[src/rtl/octa16_pkg.sv]
// Octa16 shared definitions: ALU op codes, decoder FSM states, instruction
// field positions and op classification helpers.
package octa16_pkg;

  typedef enum logic [3:0] {
    ALU_ADD  = 4'b0000,
    ALU_SLL  = 4'b0001,
    ALU_SLT  = 4'b0010,
    ALU_SLTU = 4'b0011,
    ALU_XOR  = 4'b0100,
    ALU_SRL  = 4'b0101,
    ALU_OR   = 4'b0110,
    ALU_AND  = 4'b0111,
    ALU_SUB  = 4'b1000,
    ALU_SRA  = 4'b1101
  } alu_op_e;

  typedef enum logic [1:0] {
    S_LO    = 2'd0,
    S_HI    = 2'd1,
    S_ISSUE = 2'd2
  } dec_state_e;

  localparam int unsigned OP_MSB      = 15;
  localparam int unsigned OP_LSB      = 12;
  localparam int unsigned RD_MSB      = 11;
  localparam int unsigned RD_LSB      = 9;
  localparam int unsigned RS1_MSB     = 8;
  localparam int unsigned RS1_LSB     = 6;
  localparam int unsigned IMM_SEL_BIT = 5;
  localparam int unsigned IMM5_MSB    = 4;
  localparam int unsigned RS2_MSB     = 2;

  function automatic logic is_legal(input logic [3:0] op);
    case (op)
      ALU_ADD, ALU_SLL, ALU_SLT, ALU_SLTU,
      ALU_XOR, ALU_SRL, ALU_OR, ALU_AND,
      ALU_SUB, ALU_SRA: is_legal = 1'b1;
      default:          is_legal = 1'b0;
    endcase
  endfunction

  function automatic logic is_shift(input logic [3:0] op);
    case (op)
      ALU_SLL, ALU_SRL, ALU_SRA: is_shift = 1'b1;
      default:                   is_shift = 1'b0;
    endcase
  endfunction

endpackage

[src/rtl/inst_field_decode.sv]
// Purely combinational split of a 16-bit Octa16 instruction into ALU
// control, register addresses and the extended immediate.
module inst_field_decode
  import octa16_pkg::*;
(
  input  logic [15:0] instr,
  output logic [3:0]  alu_ctl,
  output logic [2:0]  rd,
  output logic [2:0]  rs1,
  output logic [2:0]  rs2,
  output logic [7:0]  imm,
  output logic        use_imm,
  output logic        wr_en,
  output logic        illegal
);

  logic [4:0] imm5;

  // Field extraction, legality and immediate extension
  always_comb begin
    alu_ctl = instr[OP_MSB:OP_LSB];
    rd      = instr[RD_MSB:RD_LSB];
    rs1     = instr[RS1_MSB:RS1_LSB];
    rs2     = instr[RS2_MSB:0];
    use_imm = instr[IMM_SEL_BIT];
    imm5    = instr[IMM5_MSB:0];
    illegal = ~is_legal(alu_ctl);
    wr_en   = is_legal(alu_ctl);
    imm     = '0;
    if (use_imm) begin
      if (is_shift(alu_ctl))
        imm = {3'b000, imm5};
      else
        imm = {{3{imm5[4]}}, imm5};
    end
  end

endmodule

[src/rtl/alu_inst_decoder.sv]
// Octa16 front-end: assembles two-byte instructions from a byte stream,
// decodes them and issues the registered bundle downstream.
module alu_inst_decoder
  import octa16_pkg::*;
(
  input  logic       clk,
  input  logic       rst,
  input  logic       flush,
  input  logic [7:0] in_byte,
  input  logic       in_valid,
  output logic       in_ready,
  output logic       out_valid,
  input  logic       out_ready,
  output logic [3:0] alu_ctl,
  output logic [2:0] rd,
  output logic [2:0] rs1,
  output logic [2:0] rs2,
  output logic [7:0] imm,
  output logic       use_imm,
  output logic       wr_en,
  output logic       illegal,
  output logic [7:0] issue_cnt
);

  dec_state_e state_q, state_d;
  logic [7:0] lo_byte_q;
  logic       in_hs, out_hs;
  logic       cap_lo, cap_hi;

  logic [3:0] dec_alu_ctl;
  logic [2:0] dec_rd, dec_rs1, dec_rs2;
  logic [7:0] dec_imm;
  logic       dec_use_imm, dec_wr_en, dec_illegal;

  assign in_hs  = in_valid & in_ready;
  assign out_hs = out_valid & out_ready;
  assign cap_lo = in_hs & ~flush & (state_q == S_LO);
  assign cap_hi = in_hs & ~flush & (state_q == S_HI);

  inst_field_decode u_dec (
    .instr   ({in_byte, lo_byte_q}),
    .alu_ctl (dec_alu_ctl),
    .rd      (dec_rd),
    .rs1     (dec_rs1),
    .rs2     (dec_rs2),
    .imm     (dec_imm),
    .use_imm (dec_use_imm),
    .wr_en   (dec_wr_en),
    .illegal (dec_illegal)
  );

  // State register
  always_ff @(posedge clk or posedge rst) begin
    if (rst) state_q <= S_LO;
    else     state_q <= state_d;
  end

  // Next-state: byte handshakes advance LO->HI->ISSUE, out handshake returns; flush overrides
  always_comb begin
    state_d = state_q;
    case (state_q)
      S_LO:    if (in_valid)  state_d = S_HI;
      S_HI:    if (in_valid)  state_d = S_ISSUE;
      S_ISSUE: if (out_ready) state_d = S_LO;
      default:                state_d = S_LO;
    endcase
    if (flush) state_d = S_LO;
  end

  // Output decode: in_ready is the only combinational output, held low in reset
  always_comb begin
    in_ready = ~rst & (state_q != S_ISSUE);
  end

  // Low byte capture
  always_ff @(posedge clk or posedge rst) begin
    if (rst)         lo_byte_q <= '0;
    else if (cap_lo) lo_byte_q <= in_byte;
  end

  // Decoded bundle registers, loaded as the high byte arrives
  always_ff @(posedge clk or posedge rst) begin
    if (rst) begin
      alu_ctl <= '0;
      rd      <= '0;
      rs1     <= '0;
      rs2     <= '0;
      imm     <= '0;
      use_imm <= 1'b0;
      wr_en   <= 1'b0;
      illegal <= 1'b0;
    end else if (cap_hi) begin
      alu_ctl <= dec_alu_ctl;
      rd      <= dec_rd;
      rs1     <= dec_rs1;
      rs2     <= dec_rs2;
      imm     <= dec_imm;
      use_imm <= dec_use_imm;
      wr_en   <= dec_wr_en;
      illegal <= dec_illegal;
    end
  end

  // out_valid: set on high-byte capture, cleared by issue or flush
  always_ff @(posedge clk or posedge rst) begin
    if (rst)         out_valid <= 1'b0;
    else if (flush)  out_valid <= 1'b0;
    else if (cap_hi) out_valid <= 1'b1;
    else if (out_hs) out_valid <= 1'b0;
  end

  // Issue counter, wraps naturally; a flushed handshake does not count
  always_ff @(posedge clk or posedge rst) begin
    if (rst)                  issue_cnt <= '0;
    else if (out_hs && !flush) issue_cnt <= issue_cnt + 8'd1;
  end

endmodule

[config.mk]
export PLATFORM = sky130hd
export DESIGN_NAME = alu_inst_decoder
export DESIGN_NICKNAME = d
export VERILOG_FILES = /design/src/rtl/octa16_pkg.sv /design/src/rtl/inst_field_decode.sv /design/src/rtl/alu_inst_decoder.sv
export SDC_FILE = /design/constraint.sdc
export NUM_CORES = 1
export LEC_CHECK = 0
export ABC_AREA = 1
export CAP_MARGIN = 10
export CORE_MARGIN = 2
export CORE_UTILIZATION = 48
export DETAILED_ROUTE_END_ITERATION = 7
export PLACE_DENSITY = 0.81
export SLEW_MARGIN = 20
export SYNTH_ARGS = -nofsm -noshare
export SYNTH_HDL_FRONTEND = slang
export SYNTH_SLANG_ARGS = --single-unit
[constraint.sdc]
create_clock -name clk -period 1.6 [get_ports clk]
set_input_delay 0.32 -clock clk [delete_from_list [all_inputs] [get_ports clk]]
set_output_delay 0.32 -clock clk [all_outputs]
set_load 0.01 [all_outputs]
==> summary.txt <==
Synthesis
  • Synth Area in Simple Gates: about a quarter
  • Mapped Area: 1850 um^2
  • Post-synth top area cell: dfrtp_1
  • Unique masters post-synth: 20
  • Number of flops mapped to enable cells by yosys: 0
  • Mux cell area share after synthesis: 0%
  • Net Count, Synth: 211
  • Adder-Cell Fraction of Synth Area: 0.676%
  • Synth Area in XOR/XNOR: 1.42%
  • Compound-Gate Fraction of Synth Area: 9.26%
  • Largest family of logic cells by synthesized area: simple AND/OR/NAND/NOR gates
  • Sequential share of the synthesized area: between 50% and 60%
  • Yosys top cell area share: between 50% and 60%
  • Seq cells post-synth: 41
  • Post-synth top flop: dfrtp_1
  • Mean Syn Cell Area: between 9 and 10 um^2
  • Gate Count Post-Synth: ~200
  • Synth Warn #: 0
  • Count leader, synth: nand2_1
  • Synth cell count leaders: 81 x nand2_1, 41 x dfrtp_1, 22 x inv_1
  • Async set-reset flop share out of synthesis: 100%
  • Top area cells in the synthesized netlist: dfrtp_1 55%, nand2_1 16%, o21ai_2 8.0%, inv_1 4.5%, buf_6 2.4%

GRT
  • Overflow after GRT: 0
  • First-pass GRT wire length: a little under 6000 um
  • Initial antenna violation count: 0
  • Vias in the first global route: between 1000 and 1500
  • All-Layer GR Usage: between 15 and 20%
  • Largest net degree at the start of global routing: 22

Setup path
  • Internal reg-to-reg setup slack: between 300 and 400 ps
  • CP Class: register to output pin
  • Reg2reg path depth: 4
  • CP cell instances: clkdlybuf4s50_1
  • Critical-path top delay cell: clkdlybuf4s50_1
  • Crit path buffers/inverters: 1
  • Setup crit end kind: output pin
  • RR Endpoint: lo_byte_q[2]
  • Levels on crit path: 1
  • Element type at the critical path start: register
  • Crit Path Max Fanout: 4
  • Reg2reg start: state_q[1]
  • CP required: roughly 1300 ps
  • CP max stage delay: 560 ps
  • Cell family with most CP delay: buffers and inverters
  • Crit path from: imm[6]
  • Setup crit end: imm[7]
  • CP arrival: roughly 1300 ps

Clock network
  • CTS Buf Count: 5
  • Clock sink total: between 40 and 50
  • CTS root buffer: clkbuf_8
  • CTS max path bufs: 2
  • Clk slew on worst S/H paths: 70 ps
  • H-tree Lvls: 2
  • CTS tree: done
  • Clk_lat worst skew: 290 ps
  • Post-CTS Hold Buffers: 0

Drt
  • 1st-pass router iterations: 4
  • Drt first-iter violations: 51
  • Drc violations: 0
  • Antenna-violating nets left: 0
  • Vias per inst: about 4.7
  • Wire per inst: about 11 um
  • Via count: approximately 1400
  • Routed WL: 3460 um

Finish
  • Final std cells w/o fill: around 300
  • Share of cells above drive strength 1: just under 20%
  • Finished Cell Area: roughly 2600 um^2
  • Area growth, synth to finish: 38.1%
  • ANT cells: 0
  • NumNets Final: between 200 and 300

STA
  • Final Critical Period: ~1600 ps
  • Worst Clk Skew: ~5.4 ps
  • Slew headroom: between 80% and 90%
  • Fin. Hold Viols: 0
  • Final setup viols: 0
  • Max Slew Vio Count: 0
  • Worst slew pin tran: 280 ps
  • Fin crit share: a little under 100%
  • Achievable Freq: between 0.6 and 0.7 GHz

Pwr
  • Worst vdd ir: roughly 0.80 mV
  • Power density over the cells: 1110 nW/um^2
  • Leakage power: around 1.3 nW
  • Design Power: 2.84 mW

Floorplanning
  • Die Area: between 4000 and 5000 um^2
  • Core footprint: between 3000 and 4000 um^2
  • Die width: between 60 and 70 um
  • Row cnt: 22
  • Initial Util: between 50% and 60%
  • Chip height: between 60 and 70 um
  • I/O pins: 47

Placed design
  • Placed cell area: between 2000 and 2500 um^2
  • Post-placement cell count: between 200 and 300
  • Final GP Congestion: between 0.7 and 0.8
  • Input/output buffers: 46
  • Hpwl dp: 2550 um

Run status
  • Status: completed

Job
  • Max_cap viols: 0

Worst hold path
  • Critical hold path startpoint: lo_byte_q[3]
  • Hold/Removal Path Class: register to register
## how the worst min path moves through the flow
stage            endpoint  depth (start not counted)
3_3_place_gp       imm[3]                          2
5_1_grt            imm[3]                          2
4_1_cts            rs2[1]                          2
6_report           imm[3]                          2
2_1_floorplan  alu_ctl[0]                          1
3_5_place_dp       imm[3]                          2
## cell type report
cell class                      instances  area, um^2
Inverter                               22        86.3
Fill cell                             319        1130
Multi-Input combinational cell        128         693
Clock inverter                          1        7.51
Tap cell                               48        60.1
Sequential cell                        41        1030
Timing Repair Buffer                   59         599
Clock buffer                            6        82.6
## cells by family (layout without fill, tap and decap cells)
kind of cell | count (synthesis) | count (layout)
xor gates and xnor gates | 3 | 3
AOI/OAI and AO/OA | 21 | 21
DFF | 41 | 41
buffers and inverters | 28 | 88
and+or+nand+nor | 103 | 103
adders and majority gates | 1 | 1
## flip-flops by register name, indices dropped and copies added, names as in the netlist, 2 cells and up
| signal | cells |
|---|---|
| issue_cnt | 8 |
| state_q | 2 |
| rs2 | 3 |
| alu_ctl | 4 |
| imm | 6 |
| rd | 3 |
| rs1 | 3 |
| lo_byte_q | 8 |
## worst min-delay path, stage by stage, from the launching register on
cell     delay, ps
dfrtp_1        350
nand2_1         50
nand2_1         50
## metal layers
| metal | vias up | routed length (um) | track usage (%) |
|---|---|---|---|
| met3 | 3 | 189 | 4.60 |
| met2 | 42 | 1620 | 29.0 |
| met5 | - | 0 | 0 |
| met4 | 0 | 23 | 4.59 |
| li1 | 727 | - | - |
| met1 | 668 | 1630 | 23.6 |
## cells in the final DEF (no fill, tap or decap), drive strengths merged
cell           netlist  layout
nand2               81      81
clkdlybuf4s50        0      43
dfrtp               41      41
inv                 22      21
o21ai               19      19
buf                  6      13
nand3               10      10
nor2                 8       8
clkbuf               0       6
nand4                3       3
clkinvlp             0       2
xor2                 2       2
dlymetal6s2s         0       2
o21a                 1       1
a21oi                1       1
xnor2                1       1
nand3b               1       1
ha                   1       1
dlygate4sd2          0       1
## through the flow
stage / util (%) / worst slack (ps) / setup TNS, ps / hold WS (ps)
after global placement: 65.3 / -166 / -166 / 450
final: 69.3 / 30.0 / 0 / 474
after global routing: 69.3 / -50.7 / -113 / 510
after CTS: 68.2 / 3.09 / 0 / 483
after floorplan: - / -15.5 / -155 / 336
after detailed placement: 65.3 / -185 / -377 / 465
## power breakdown
group | total [mW] | leakage (nW) | switching (mW) | internal [mW]
Sequential | 1.36 | 0.536 | 0.123 | 1.24
Clock | 0.672 | 0.0433 | 0.332 | 0.341
Combinational | 0.802 | 0.725 | 0.348 | 0.453
## timing repair
action / in CTS / in global routing
gates resized for setup: 3 / 2
buffers inserted: 2 / 5
setup endpoints to repair: 5 / 9
Note: power is estimated with default switching activity, not from simulation.
